$ cat config.mk
export PLATFORM = sky130hd
export DESIGN_NAME = mips_state_dump
export DESIGN_NICKNAME = d
export VERILOG_FILES = /design/src/rtl/mips_dbg_pkg.sv /design/src/rtl/mips_dump_outreg.sv /design/src/rtl/mips_state_dump.sv
export SDC_FILE = /design/constraint.sdc
export NUM_CORES = 1
export LEC_CHECK = 0
export BUFFER_PORTS_ARGS = -buffer_cell sky130_fd_sc_hd__buf_2
export CAP_MARGIN = 20
export CORE_MARGIN = 2
export CORE_UTILIZATION = 45
export DETAILED_ROUTE_END_ITERATION = 10
export MAX_ROUTING_LAYER = met4
export PLACE_DENSITY_LB_ADDON = 0.3
export SYNTH_ARGS = -nofsm -noshare
export SYNTH_HDL_FRONTEND = slang
export SYNTH_HIERARCHICAL = 1
export SYNTH_SLANG_ARGS = --single-unit
$ cat constraint.sdc
create_clock -name clk -period 3.76 [get_ports clk]
set_clock_uncertainty 0.05 [all_clocks]
set_input_delay 0.188 -clock clk [delete_from_list [all_inputs] [get_ports clk]]
set_output_delay 0.188 -clock clk [all_outputs]
set_load 0.02 [all_outputs]
$ cat src/rtl/mips_dbg_pkg.sv
// Shared types and constants for the MIPS state-dump snapshot engine.
package mips_dbg_pkg;

    typedef enum logic [2:0] {IDLE, HDR, REGS, MEMS, FIN} dump_state_t;

    localparam logic [1:0] KIND_HDR = 2'd0;
    localparam logic [1:0] KIND_REG = 2'd1;
    localparam logic [1:0] KIND_MEM = 2'd2;

    localparam int MODE_REGS = 0;
    localparam int MODE_MEM  = 1;

    function automatic int clog2_min1(input int n);
        return (n > 1) ? $clog2(n) : 1;
    endfunction

endpackage

$ cat src/rtl/mips_dump_outreg.sv
// Output beat register for the dump stream: accepts a new beat whenever it is empty or
// its current beat is being taken, otherwise holds payload stable.
module mips_dump_outreg #(
    parameter int DATA_W = 32,
    parameter int IDX_W  = 5
) (
    input  logic              clk,
    input  logic              rts,
    input  logic              in_valid,
    output logic              in_ready,
    input  logic [DATA_W-1:0] in_data,
    input  logic [1:0]        in_kind,
    input  logic [IDX_W-1:0]  in_index,
    input  logic              in_last,
    output logic              out_valid,
    input  logic              out_ready,
    output logic [DATA_W-1:0] out_data,
    output logic [1:0]        out_kind,
    output logic [IDX_W-1:0]  out_index,
    output logic              out_last
);

    logic              r_valid;
    logic [DATA_W-1:0] r_data;
    logic [1:0]        r_kind;
    logic [IDX_W-1:0]  r_index;
    logic              r_last;

    assign in_ready = !r_valid || out_ready;

    // NOTE: sequential state uses non-blocking assignments so every register samples
    // pre-edge values regardless of process ordering.
    always_ff @(posedge clk or negedge rts) begin
        if (!rts) begin
            r_valid <= 1'b0;
            r_data  <= '0;
            r_kind  <= '0;
            r_index <= '0;
            r_last  <= 1'b0;
        end else if (in_ready) begin
            r_valid <= in_valid;
            if (in_valid) begin
                r_data  <= in_data;
                r_kind  <= in_kind;
                r_index <= in_index;
                r_last  <= in_last;
            end
        end
    end

    assign out_valid = r_valid;
    assign out_data  = r_data;
    assign out_kind  = r_kind;
    assign out_index = r_index;
    assign out_last  = r_last;

endmodule

$ cat src/rtl/mips_state_dump.sv
// Snapshot engine: freezes the MIPS core and streams PC, register file and data memory
// over a valid/ready channel, on request or once after a programmed number of cycles.
module mips_state_dump
    import mips_dbg_pkg::*;
#(
    parameter int  DATA_W      = 32,
    parameter int  NREG        = 32,
    parameter int  MEM_DEPTH   = 32,
    parameter int  AUTO_CYCLES = 75,
    localparam int IDX_W       = clog2_min1((NREG > MEM_DEPTH) ? NREG : MEM_DEPTH)
) (
    input  logic              clk,
    input  logic              rts,
    input  logic              start,
    input  logic [1:0]        mode,
    input  logic [DATA_W-1:0] pc_in,
    output logic [4:0]        rf_raddr,
    input  logic [DATA_W-1:0] rf_rdata,
    output logic [IDX_W-1:0]  mem_raddr,
    input  logic [DATA_W-1:0] mem_rdata,
    output logic              cpu_stall,
    output logic              busy,
    output logic              done,
    output logic              out_valid,
    input  logic              out_ready,
    output logic [DATA_W-1:0] out_data,
    output logic [1:0]        out_kind,
    output logic [IDX_W-1:0]  out_index,
    output logic              out_last
);

    localparam int               CNT_W    = clog2_min1(AUTO_CYCLES + 1);
    localparam logic [CNT_W-1:0] CNT_MAX  = CNT_W'(AUTO_CYCLES);
    localparam logic [IDX_W-1:0] REG_LAST = IDX_W'(NREG - 1);
    localparam logic [IDX_W-1:0] MEM_LAST = IDX_W'(MEM_DEPTH - 1);

    dump_state_t      r_state, w_state_nxt;
    logic [IDX_W-1:0] r_idx;
    logic [1:0]       r_mode;
    logic [CNT_W-1:0] r_cnt;
    logic             r_auto_fired;

    logic              w_auto, w_trig;
    logic [1:0]        w_mode_eff;
    logic              w_beat_valid, w_beat_last, w_load_ready, w_in_phase;
    logic [1:0]        w_beat_kind;
    logic [IDX_W-1:0]  w_beat_idx;
    logic [DATA_W-1:0] w_beat_data;

    assign w_auto     = (AUTO_CYCLES != 0) && (r_state == IDLE) && (r_cnt == CNT_MAX)
                        && !r_auto_fired;
    assign w_trig     = (r_state == IDLE) && (start || w_auto);
    assign w_mode_eff = w_auto ? 2'b11 : mode;
    assign w_in_phase = (r_state == HDR) || (r_state == REGS) || (r_state == MEMS);

    // The "beat" signals describe the next beat to load into the output register.
    always_comb begin
        // NOTE: every comb output gets a default first so no path leaves it unassigned
        // and no latch is inferred.
        w_beat_valid = 1'b0;
        w_beat_kind  = KIND_HDR;
        w_beat_idx   = '0;
        w_beat_last  = 1'b0;
        w_state_nxt  = r_state;

        unique case (r_state)
            IDLE: begin
                if (w_trig) begin
                    w_beat_valid = 1'b1;
                    w_state_nxt  = HDR;
                end
            end
            HDR: begin
                if (r_mode[MODE_REGS]) begin
                    w_beat_valid = 1'b1;
                    w_beat_kind  = KIND_REG;
                end else if (r_mode[MODE_MEM]) begin
                    w_beat_valid = 1'b1;
                    w_beat_kind  = KIND_MEM;
                end
            end
            REGS: begin
                if (r_idx != REG_LAST) begin
                    w_beat_valid = 1'b1;
                    w_beat_kind  = KIND_REG;
                    w_beat_idx   = r_idx + 1'b1;
                end else if (r_mode[MODE_MEM]) begin
                    w_beat_valid = 1'b1;
                    w_beat_kind  = KIND_MEM;
                end
            end
            MEMS: begin
                if (r_idx != MEM_LAST) begin
                    w_beat_valid = 1'b1;
                    w_beat_kind  = KIND_MEM;
                    w_beat_idx   = r_idx + 1'b1;
                end
            end
            FIN:     w_state_nxt = IDLE;
            default: w_state_nxt = IDLE;
        endcase

        unique case (w_beat_kind)
            KIND_REG: w_beat_last = (w_beat_idx == REG_LAST) && !r_mode[MODE_MEM];
            KIND_MEM: w_beat_last = (w_beat_idx == MEM_LAST);
            default:  w_beat_last = (w_mode_eff == 2'b00);
        endcase

        // Leaving a streaming phase happens only when the held beat is taken.
        if (w_in_phase && w_load_ready) begin
            if (!w_beat_valid)
                w_state_nxt = FIN;
            else if (w_beat_kind == KIND_REG)
                w_state_nxt = REGS;
            else
                w_state_nxt = MEMS;
        end
    end

    always_comb begin
        unique case (w_beat_kind)
            KIND_REG: w_beat_data = rf_rdata;
            KIND_MEM: w_beat_data = mem_rdata;
            default:  w_beat_data = pc_in;
        endcase
    end

    assign rf_raddr  = 5'(w_beat_idx);
    assign mem_raddr = w_beat_idx;

    always_ff @(posedge clk or negedge rts) begin
        if (!rts) begin
            r_state      <= IDLE;
            r_idx        <= '0;
            r_mode       <= 2'b00;
            r_cnt        <= '0;
            r_auto_fired <= 1'b0;
        end else begin
            r_state <= w_state_nxt;
            if (w_beat_valid && w_load_ready)
                r_idx <= w_beat_idx;
            if (w_trig)
                r_mode <= w_mode_eff;
            if (w_auto)
                r_auto_fired <= 1'b1;
            if ((r_state == IDLE) && !cpu_stall && (r_cnt != CNT_MAX))
                r_cnt <= r_cnt + 1'b1;
        end
    end

    assign busy      = w_in_phase;
    assign cpu_stall = w_in_phase;
    assign done      = (r_state == FIN);

    mips_dump_outreg #(
        .DATA_W (DATA_W),
        .IDX_W  (IDX_W)
    ) u_outreg (
        .clk       (clk),
        .rts       (rts),
        .in_valid  (w_beat_valid),
        .in_ready  (w_load_ready),
        .in_data   (w_beat_data),
        .in_kind   (w_beat_kind),
        .in_index  (w_beat_idx),
        .in_last   (w_beat_last),
        .out_valid (out_valid),
        .out_ready (out_ready),
        .out_data  (out_data),
        .out_kind  (out_kind),
        .out_index (out_index),
        .out_last  (out_last)
    );

endmodule

==> out/results.txt, run 1 <==
syn_area_per_cell: 10.9 um2
Post-synth top flop: dfrtp_1
DR WL/cell: 14.9 um
Layout area overhead: 28.6%
root buffer cell: clkbuf_8
highest-count cells in the layout ignoring fill and taps: 155 x buf_2, 59 x dfrtp_1, 43 x mux2_4, 37 x nand2_1, 34 x o21ai_0
Yosys Warn Count: 6
hold wc startpoint: mode[0]
Die Footprint: 8430 um2
Post-route DRC: 0
Max Fclk: 0.308 GHz
post-synth net total: 425
vias in the first global route: 2734
largest net degree at the start of global routing: 60
Reg clk slew, reported paths: 70 ps
setup TNS: 0 ps
clk_lat worst skew: 340 ps
crit path max fanout: 59
distinct cell type count after synthesis: 48
Overflow after GRT: 0
period utilization: 86.2%
run status: complete, no violations
GR Util All Layers: 20.7%
Max Transition Viols Final: 0
ys async rst share: 100%
final setup violation count: 0
Pleak: 2.31 nW
RD Place Congestion: 0.821
Initial Utilization: 45.6%
First-pass DRT Iterations: 4
# diodes: 0
iteration-0 DRC count of the detailed router: 144
Pwr Density: 934 nW/um2
worst min path class: in2reg
CP startpoint: r_idx[0]
reg2reg start: r_idx[0]
Seq cells post-synth: 59
Fillers: 676
total CTS buffers: 9
chip width: 91.8 um
placeable core region: 7610 um2
Critical Path Sink Type: flip-flop
VDD IR max: 0.525 mV
CTS tree: done
commonest non-fill, non-tap cell in the layout: buf_2
Critical Path RT: 3990 ps
Slew HR: 47.9%
post-DR vias/cell: 5.28
port bufs: 155
Top Ports: 156
clock sink count: 59
Post-synth EDFFs: 0
Final HPWL DP: 6020 um
share of layout cells above drive strength 1: 48.7%
post-synth top area share: 42.6%
Max Cap Viol: 0
final core utilization: 58.6%
first-pass GRT wire length: 13400 um
synthesized instance count: 318
DRT antenna net count: 0
sequential share of the synthesized area: 42.6%
initial antenna violation count: 0
Rows: 32
Final Critical Period: 3240 ps
final-report hold violation count: 0
# placed instances: 551
H-tree Lvls: 3
CP Launch Type: flip-flop
ranking of synthesized cells by area: dfrtp_1 43%, mux2_4 19%, a22oi_1 7.1%, o21ai_0 4.9%, nand2_1 4.0%
RSZ-0062 raised after global routing: no
final net count: 568
largest buffer count on any clock path: 2
Die H: 91.8 um
Setup CP Type: reg2reg
Worst-Margin Slew: 781 ps
Post-Layout Cell Count: 568
final WL: 8490 um
post-synth design cell area: 3470 um2
post-synth top area cell: dfrtp_1
vias: 3000
crit path DAT: 3470 ps
## metal layers
| metal | routed length [um] | track usage (%) | part of all wire [%] | vias to the layer above |
|---|---|---|---|---|
| li1 | - | - | - | 1432 |
| met1 | 3780 | 27.4 | 45 | 1453 |
| met2 | 4110 | 31.3 | 48 | 102 |
| met3 | 453 | 4.52 | 5.3 | 13 |
| met4 | 145 | 7.96 | 1.7 | 0 |
| met5 | 0 | - | 0 | - |
## worst paths after layout
kind / cells after the start / slack (ps) / end
max: 11 / 520 / u_outreg/out_last
min: 2 / 40 / r_mode[0]
max reg2reg: 11 / 520 / u_outreg/out_last
min reg2reg: 1 / 430 / r_cnt[6]
max in group asynchronous: 3 / 2430 / u_outreg/out_data[5]
min in group asynchronous: 2 / 390 / r_auto_fired
## state kept, by name, summed over array words and instances (netlist names)
| register | flops |
|---|---|
| r_auto_fired | 1 |
| r_cnt | 7 |
| r_idx | 5 |
| r_mode | 2 |
| r_state | 3 |
| u_outreg/out_data | 32 |
| u_outreg/out_index | 5 |
| u_outreg/out_kind | 2 |
| u_outreg/out_last | 1 |
| u_outreg/out_valid | 1 |
## cell usage after synthesis, types with 5 or more instances
| master | n |
|---|---|
| dfrtp_1 | 59 |
| mux2_4 | 43 |
| nand2_1 | 37 |
| o21ai_0 | 34 |
| a22oi_1 | 33 |
| clkbuf_1 | 16 |
| nor2_1 | 12 |
| buf_4 | 6 |
| a21oi_1 | 5 |
| buf_6 | 5 |
| ha_1 | 5 |
## critical path, cell delays in order, from the launching register on
cell	delay (ps)
dfrtp_1	420
ha_1	260
and3_1	200
ha_1	260
nor2b_1	190
nand2b_1	70
a21oi_1	340
ha_4	420
nor4b_1	350
nand2_1	90
o41ai_1	330
mux2_4	200
## timing repair
action,4_1_cts,5_1_grt
buffers inserted,0,0
gates resized for setup,0,1
hold buffers,1,0
setup endpoints to repair,0,1
hold endpoints to repair,31,0
## power by group
| part | switching (W) | total [W] | internal (W) |
|---|---|---|---|
| clock | 0.000249 | 0.000572 | 0.000323 |
| sequential | 0.000212 | 0.00111 | 0.000902 |
| combinational | 0.00132 | 0.00248 | 0.00116 |
## area by class of cell
cell class | count | area [um2] | share of cell area, %
multi-input combinational | 227 | 1820 | 40.9
sequential | 59 | 1480 | 33.1
timing repair buffer | 160 | 823 | 18.5
clock buffer | 12 | 145 | 3.25
tap | 102 | 128 | 2.86
clock inverter | 4 | 50.0 | 1.12
inverter | 4 | 15.0 | 0.337
## kinds of logic after synthesis
kind of cell | synth area share, %
AO/OA/AOI/OAI | 16.7
XOR/XNOR | 2.02
adder cells (fa/ha/maj) | 1.80
buffers and inverters | 5.23
flip-flops | 42.6
multiplexers | 18.9
AND/OR/NAND/NOR | 12.8
## through the flow
step                      hold WS, ps  instance area (um2)  setup WS [ps]  total power (W)
after floorplan                  -158                 3470            981          0.00302
after global placement            243                 4230            411          0.00352
after detailed placement          256                 4250            293          0.00359
after CTS                        30.0                 4450            263          0.00417
after global routing             38.9                 4460            248          0.00448
final                            35.9                 4460            518          0.00417
Note: power is estimated with default switching activity, not from simulation.
==> run 2, diff against run 1 <==
--- a/config.mk
+++ b/config.mk
@@ -12,6 +12,7 @@
 export DETAILED_ROUTE_END_ITERATION = 10
 export MAX_ROUTING_LAYER = met4
 export PLACE_DENSITY_LB_ADDON = 0.3
+export RECOVER_POWER = 25
 export SYNTH_ARGS = -nofsm -noshare
 export SYNTH_HDL_FRONTEND = slang
 export SYNTH_HIERARCHICAL = 1
==> run 2 against run 1 <==
Against the previous run: the run now ends with capacitance limit, slew limit left; utilization shrank 0.21 points; die area unchanged; highest routed layer unchanged; sequential share of layout area is 0.12 points higher; clock power about the same.
==> out/results.txt, run 2 (synthesis results as in run 1) <==
chip width: 91.8 um (unchanged)
H-tree Lvls: 3 (unchanged)
commonest non-fill, non-tap cell in the layout: buf_2
Die H: 91.8 um (unchanged)
FF/Latch Area: 1480 um2 (unchanged)
clock sink count: 59 (unchanged)
Fillers: 681 (+0.74%)
RD Place Congestion: 0.821 (unchanged)
Gate power share: 59.4% (about the same)
period utilization: 86.1% (-0.11 points)
Critical Path RT: 3990 ps (about the same)
Pwr Density: 935 nW/um2 (about the same)
clk_lat worst skew: 340 ps (about the same)
reg-to-reg setup timing slack: 520 ps (about the same)
first-pass GRT wire length: 13400 um (unchanged)
Die Footprint: 8430 um2 (unchanged)
area of the multi-input gates: 1820 um2 (unchanged)
RSZ-0062 raised after global routing: no
CP Launch Type: flip-flop
Post-route DRC: 0 (unchanged)
hold wc startpoint: mode[0]
vias: 2981 (-0.63%)
final net count: 568 (unchanged)
placeable core region: 7610 um2 (unchanged)
FF-to-FF path depth: 11 (unchanged)
CTS tree: done
Pleak: 2.27 nW (-1.9%)
crit path max fanout: 59 (unchanged)
final hold slack: 35.6 ps (-0.327 ps)
GR Util All Layers: 20.7% (unchanged)
root buffer cell: clkbuf_8
worst min path class: in2reg
Pwr Total: 0.00415 W (-0.31%)
Layout area overhead: 28.1%
Rows: 32 (unchanged)
Final Critical Period: 3240 ps (-4.05 ps)
port bufs: 155 (unchanged)
reg2reg start: r_idx[0]
total CTS buffers: 9 (unchanged)
Worst-Margin Slew: 1740 ps (+961 ps)
sequential group share of total power: 26.9% (+0.2 points)
vias in the first global route: 2734 (unchanged)
initial antenna violation count: 0 (unchanged)
cell internal pwr: 0.00237 W (-0.62%)
Post-CTS Setup Repair Bufs: 0 (unchanged)
Slew HR: -16.1% (-64 points)
highest-count cells in the layout ignoring fill and taps: 142 x buf_2, 59 x dfrtp_1, 43 x mux2_4, 37 x nand2_1, 34 x o21ai_0
WHS Path Cells: 2 (unchanged)
failing checks: capacitance limit, slew limit
setup TNS: 0 ps (unchanged)
Max Fclk: 0.309 GHz (+0.13%)
DR WL/cell: 15.0 um (+0.11%)
r2r endpoint: u_outreg/out_last
iteration-0 DRC count of the detailed router: 148 (+2.8%)
largest buffer count on any clock path: 2 (unchanged)
pre-CTS setup slack: 293 ps (unchanged)
post-DR vias/cell: 5.25 (-0.63%)
slack of the critical path: 523 ps (+4.05 ps)
Overflow after GRT: 0 (unchanged)
Top Ports: 156 (unchanged)
# diodes: 0 (unchanged)
share of layout cells above drive strength 1: 45.9% (-2.8 points)
crit path DAT: 3470 ps (about the same)
final-report hold violation count: 0 (unchanged)
Max Transition Viols Final: 33 (+33)
sw power: 0.00178 W (about the same)
Critical Path Sink Type: flip-flop
final WL: 8500 um (+0.11%)
DRT antenna net count: 0 (unchanged)
max reg flops: 32 (unchanged)
Setup CP Type: reg2reg
First-pass DRT Iterations: 4 (unchanged)
Reg clk slew, reported paths: 70 ps (about the same)
Switching Fraction: 42.8% (+0.17 points)
Initial Utilization: 45.6% (unchanged)
VDD IR max: 0.526 mV (+0.12%)
run status: complete, but fails checks
Max Cap Viol: 1 (+1)
clock group share of total power: 13.8% (about the same)
endpoint with the worst hold slack: r_mode[0]
Final HPWL DP: 6020 um (unchanged)
final setup violation count: 0 (unchanged)
largest net degree at the start of global routing: 60 (unchanged)
-- run 2: cell count changes in the layout (fill, tap and decap cells not counted), sizes merged --
cell and delta:
buf -13, clkbuf +13
-- run 2: how the worst max path moves through the flow --
stage / start / endpoint / slack (ps) / cells past startpoint
detailed placement: r_idx[0] / u_outreg/out_last / 290 / 10
global placement: r_idx[0] / u_outreg/out_data[26] / 410 / 11
floorplan: r_idx[0] / u_outreg/out_data[0] / 980 / 11
global route: r_idx[0] / u_outreg/out_last / 250 / 11
CTS: r_idx[0] / u_outreg/out_last / 260 / 10
finish: r_idx[0] / u_outreg/out_last / 520 / 11
-- run 2: layout make-up --
class | instances | area share [%]
Clock buffer | 12 | 3.27
Clock inverter | 4 | 1.13
Inverter | 4 | 0.338
Multi-Input combinational cell | 227 | 41.0
Sequential cell | 59 | 33.2
Tap cell | 102 | 2.87
Timing Repair Buffer | 160 | 18.2
-- run 2: power groups by stage --
stage | clock network [W] | logic, W | registers (W)
3_5_place_dp | 0 | 0.00247 | 0.00112
6_report | 0.000572 | 0.00247 | 0.00112
2_1_floorplan | 0 | 0.00172 | 0.00130
4_1_cts | 0.000587 | 0.00247 | 0.00111
3_3_place_gp | 0 | 0.00241 | 0.00111
5_1_grt | 0.000618 | 0.00270 | 0.00115
-- run 2: critical path, cell delays in order (launching register included) --
cell and delay [ps]:
dfrtp_1 420, ha_1 260, and3_1 200, ha_1 260, nor2b_1 190, nand2b_1 70
a21oi_1 340, ha_4 420, nor4b_1 350, nand2_1 90, o41ai_1 330, mux2_4 200
-- run 2: repair_timing --
action	4_1_cts	5_1_grt
hold endpoints to repair	31	0
setup endpoints to repair	0	1
hold buffers	1	0
resized for setup	0	1
-- run 2: per-layer routing --
layer / global-route usage (%) / wire (um)
met4: 7.96 / 145
met1: 27.4 / 3800
met2: 31.3 / 4080
met3: 4.52 / 464
met5: - / 0
-- run 2: per-stage QoR --
step	std cells	utilization, %	cell area, um2
floorplan	318	-	3470
global placement	550	55.6	4230
detailed placement	551	55.8	4250
CTS	568	58.5	4450
global route	568	58.4	4440
finish	568	58.4	4440
==> run 3, diff against run 2 <==
--- a/config.mk
+++ b/config.mk
@@ -7,6 +7,7 @@
 export LEC_CHECK = 0
 export BUFFER_PORTS_ARGS = -buffer_cell sky130_fd_sc_hd__buf_2
 export CAP_MARGIN = 20
+export CORE_ASPECT_RATIO = 0.75
 export CORE_MARGIN = 2
 export CORE_UTILIZATION = 45
 export DETAILED_ROUTE_END_ITERATION = 10
==> run 3 against run 2 <==
Against the previous run: the run now ends clean; combinational power down 2%; global-route usage fell by 0.30 points; critical endpoint unchanged; first-iteration DRC count rose by 13%; clock power is 3% higher; via count down 1.8%; flip-flop and latch count unchanged; sequential share of layout area up 0.10 points; utilization grew 1.5 points.
==> out/results.txt, run 3 (synthesis results as in run 1) <==
run status: complete, no violations
DR WL/cell: 14.9 um (-0.72%)
Critical Path RT: 3990 ps (about the same)
placeable core region: 7400 um2 (-2.7%)
CTS tree: done
CP Launch Type: flip-flop
chip width: 105 um (+15%)
vias in the first global route: 2633 (-3.7%)
Final HPWL DP: 6030 um (+0.14%)
commonest non-fill, non-tap cell in the layout: buf_2
final WL: 8380 um (-1.4%)
critical path's slowest cell: ha_2
setup TNS: 0 ps (unchanged)
Initial Utilization: 46.9% (+1.3 points)
largest buffer count on any clock path: 2 (unchanged)
port bufs: 155 (unchanged)
Max Transition Viols Final: 0 (-100%)
GR Util All Layers: 20.4% (-0.30 points)
first-pass GRT wire length: 13100 um (-1.8%)
max reg flops: 32 (unchanged)
First-pass DRT Iterations: 4 (unchanged)
RSZ-0062 raised after global routing: no
period utilization: 82.9% (-3.2 points)
Critical Path Sink Type: flip-flop
RD Place Congestion: 0.890 (+8.4%)
Die Footprint: 8430 um2 (about the same)
clock sink count: 59 (unchanged)
Overflow after GRT: 0 (unchanged)
FF-to-FF path depth: 11 (unchanged)
WHS Path Cells: 2 (unchanged)
# diodes: 0 (unchanged)
largest net degree at the start of global routing: 47 (-22%)
final-report hold violation count: 0 (unchanged)
Slew HR: 0.818% (+17 points)
crit path max fanout: 21 (-64%)
Post-CTS Setup Repair Bufs: 0 (unchanged)
crit path DAT: 3350 ps (-120 ps)
Max Used Layer: met4
crit path buf inv count: 0 (unchanged)
Reg clk slew, reported paths: 70 ps (about the same)
share of layout cells above drive strength 1: 45.1% (-0.78 points)
CP delay by family, top: adder cells
met2 wire len: 3750 um (-8.1%)
Fillers: 634 (-6.9%)
clk_lat worst skew: 340 ps (about the same)
CP cell instances: ha_1 -> and3_1 -> ha_1 -> nor2b_1 -> nand2b_1 -> a21oi_1 -> ha_2 -> nor4b_1 -> nand2_1 -> o41ai_1 -> mux2_4
H-tree Lvls: 3 (unchanged)
Die H: 80.0 um (-13%)
reg-to-reg setup timing slack: 640 ps (+120 ps)
final net count: 567 (-0.18%)
r2r endpoint: u_outreg/out_last
worst min path class: in2reg
post-DR vias/cell: 5.19 (-1.1%)
Pwr Total: 0.00412 W (-0.70%)
Pwr Density: 931 nW/um2 (-0.39%)
Pleak: 2.27 nW (-0.15%)
Crit path top cell by count: ha_1
endpoint with the worst hold slack: r_mode[1]
Final Critical Period: 3120 ps (-121 ps)
highest-count cells in the layout ignoring fill and taps: 138 x buf_2, 59 x dfrtp_1, 43 x mux2_4, 37 x nand2_1, 34 x o21ai_0
reg2reg start: r_idx[0]
Max Fclk: 0.321 GHz (+3.9%)
met1 wire length: 3990 um (+4.9%)
met3 WL: 533 um (+15%)
Layout area overhead: 27.7%
initial antenna violation count: 0 (unchanged)
Setup CP Type: reg2reg
Rows: 27 (-16%)
final setup violation count: 0 (unchanged)
VDD IR max: 0.641 mV (+22%)
vias: 2926 (-1.8%)
iteration-0 DRC count of the detailed router: 167 (+13%)
slowest stage delay, CP: 470 ps (+50 ps)
DRT antenna net count: 0 (unchanged)
area of the multi-input gates: 1810 um2 (-0.55%)
root buffer cell: clkbuf_8
Post-route DRC: 0 (unchanged)
Worst-Margin Slew: 1490 ps (-254 ps)
total CTS buffers: 9 (unchanged)
Top Ports: 156 (unchanged)
hold wc startpoint: mode[1]
Max Cap Viol: 0 (-1)
FF/Latch Area: 1480 um2 (unchanged)
CTS resizes: 0 (unchanged)
==> run 3: cell types whose count changed in the layout (fill, tap and decap cells not counted), moves of 2 or more <==
cell        previous run  this run
clkinvlp_4             2         0
clkbuf_8              10        12
buf_2                142       138
clkbuf_1              15        17
==> run 3: cell type report <==
class                           instances  share of cell area [%]
Sequential cell                        59                    33.3
Inverter                                4                   0.339
Clock buffer                           12                    3.73
Timing Repair Buffer                  159                    18.0
Multi-Input combinational cell        227                    40.9
Clock inverter                          2                   0.791
Tap cell                              101                    2.85
==> run 3: worst max path at each step <==
stage,cells after the start,start,to,slack [ps]
finish,11,r_idx[0],u_outreg/out_last,640
global placement,11,r_idx[0],u_outreg/out_last,790
floorplan,11,r_idx[0],u_outreg/out_data[0],980
detailed placement,11,r_idx[0],u_outreg/out_last,680
CTS,11,r_idx[0],u_outreg/out_last,670
global route,10,r_idx[0],u_outreg/out_last,370
==> run 3: through the flow <==
step                      hold WS (ps)  std cells  instance area, um2  utilization (%)  setup WS (ps)
final                             37.4        564                4430             59.9            643
after global routing              27.4        564                4430             59.9            367
after CTS                         18.4        564                4450             60.2            670
after detailed placement           189        549                4240             57.3            677
after global placement             192        549                4240             57.3            788
after floorplan                   -158        318                3470                -            981
==> run 3: where the power goes <==
| group | internal, W | total, W | leakage [nW] | switching (W) |
|---|---|---|---|---|
| clock network | 0.000352 | 0.000591 | 0.104 | 0.000239 |
| registers | 0.000902 | 0.00112 | 0.744 | 0.000214 |
| logic | 0.00112 | 0.00242 | 1.42 | 0.00130 |
==> run 3: routing by layer <==
metal	vias up	GRT usage (%)
li1	1427	-
met1	1395	28.0
met4	0	6.53
met2	92	29.2
met3	12	5.55
met5	-	-
==> run 3: timing repair <==
item	4_1_cts	5_1_grt
setup endpoints to repair	0	0
endpoints found under the hold margin	27	0
hold buffers	1	0
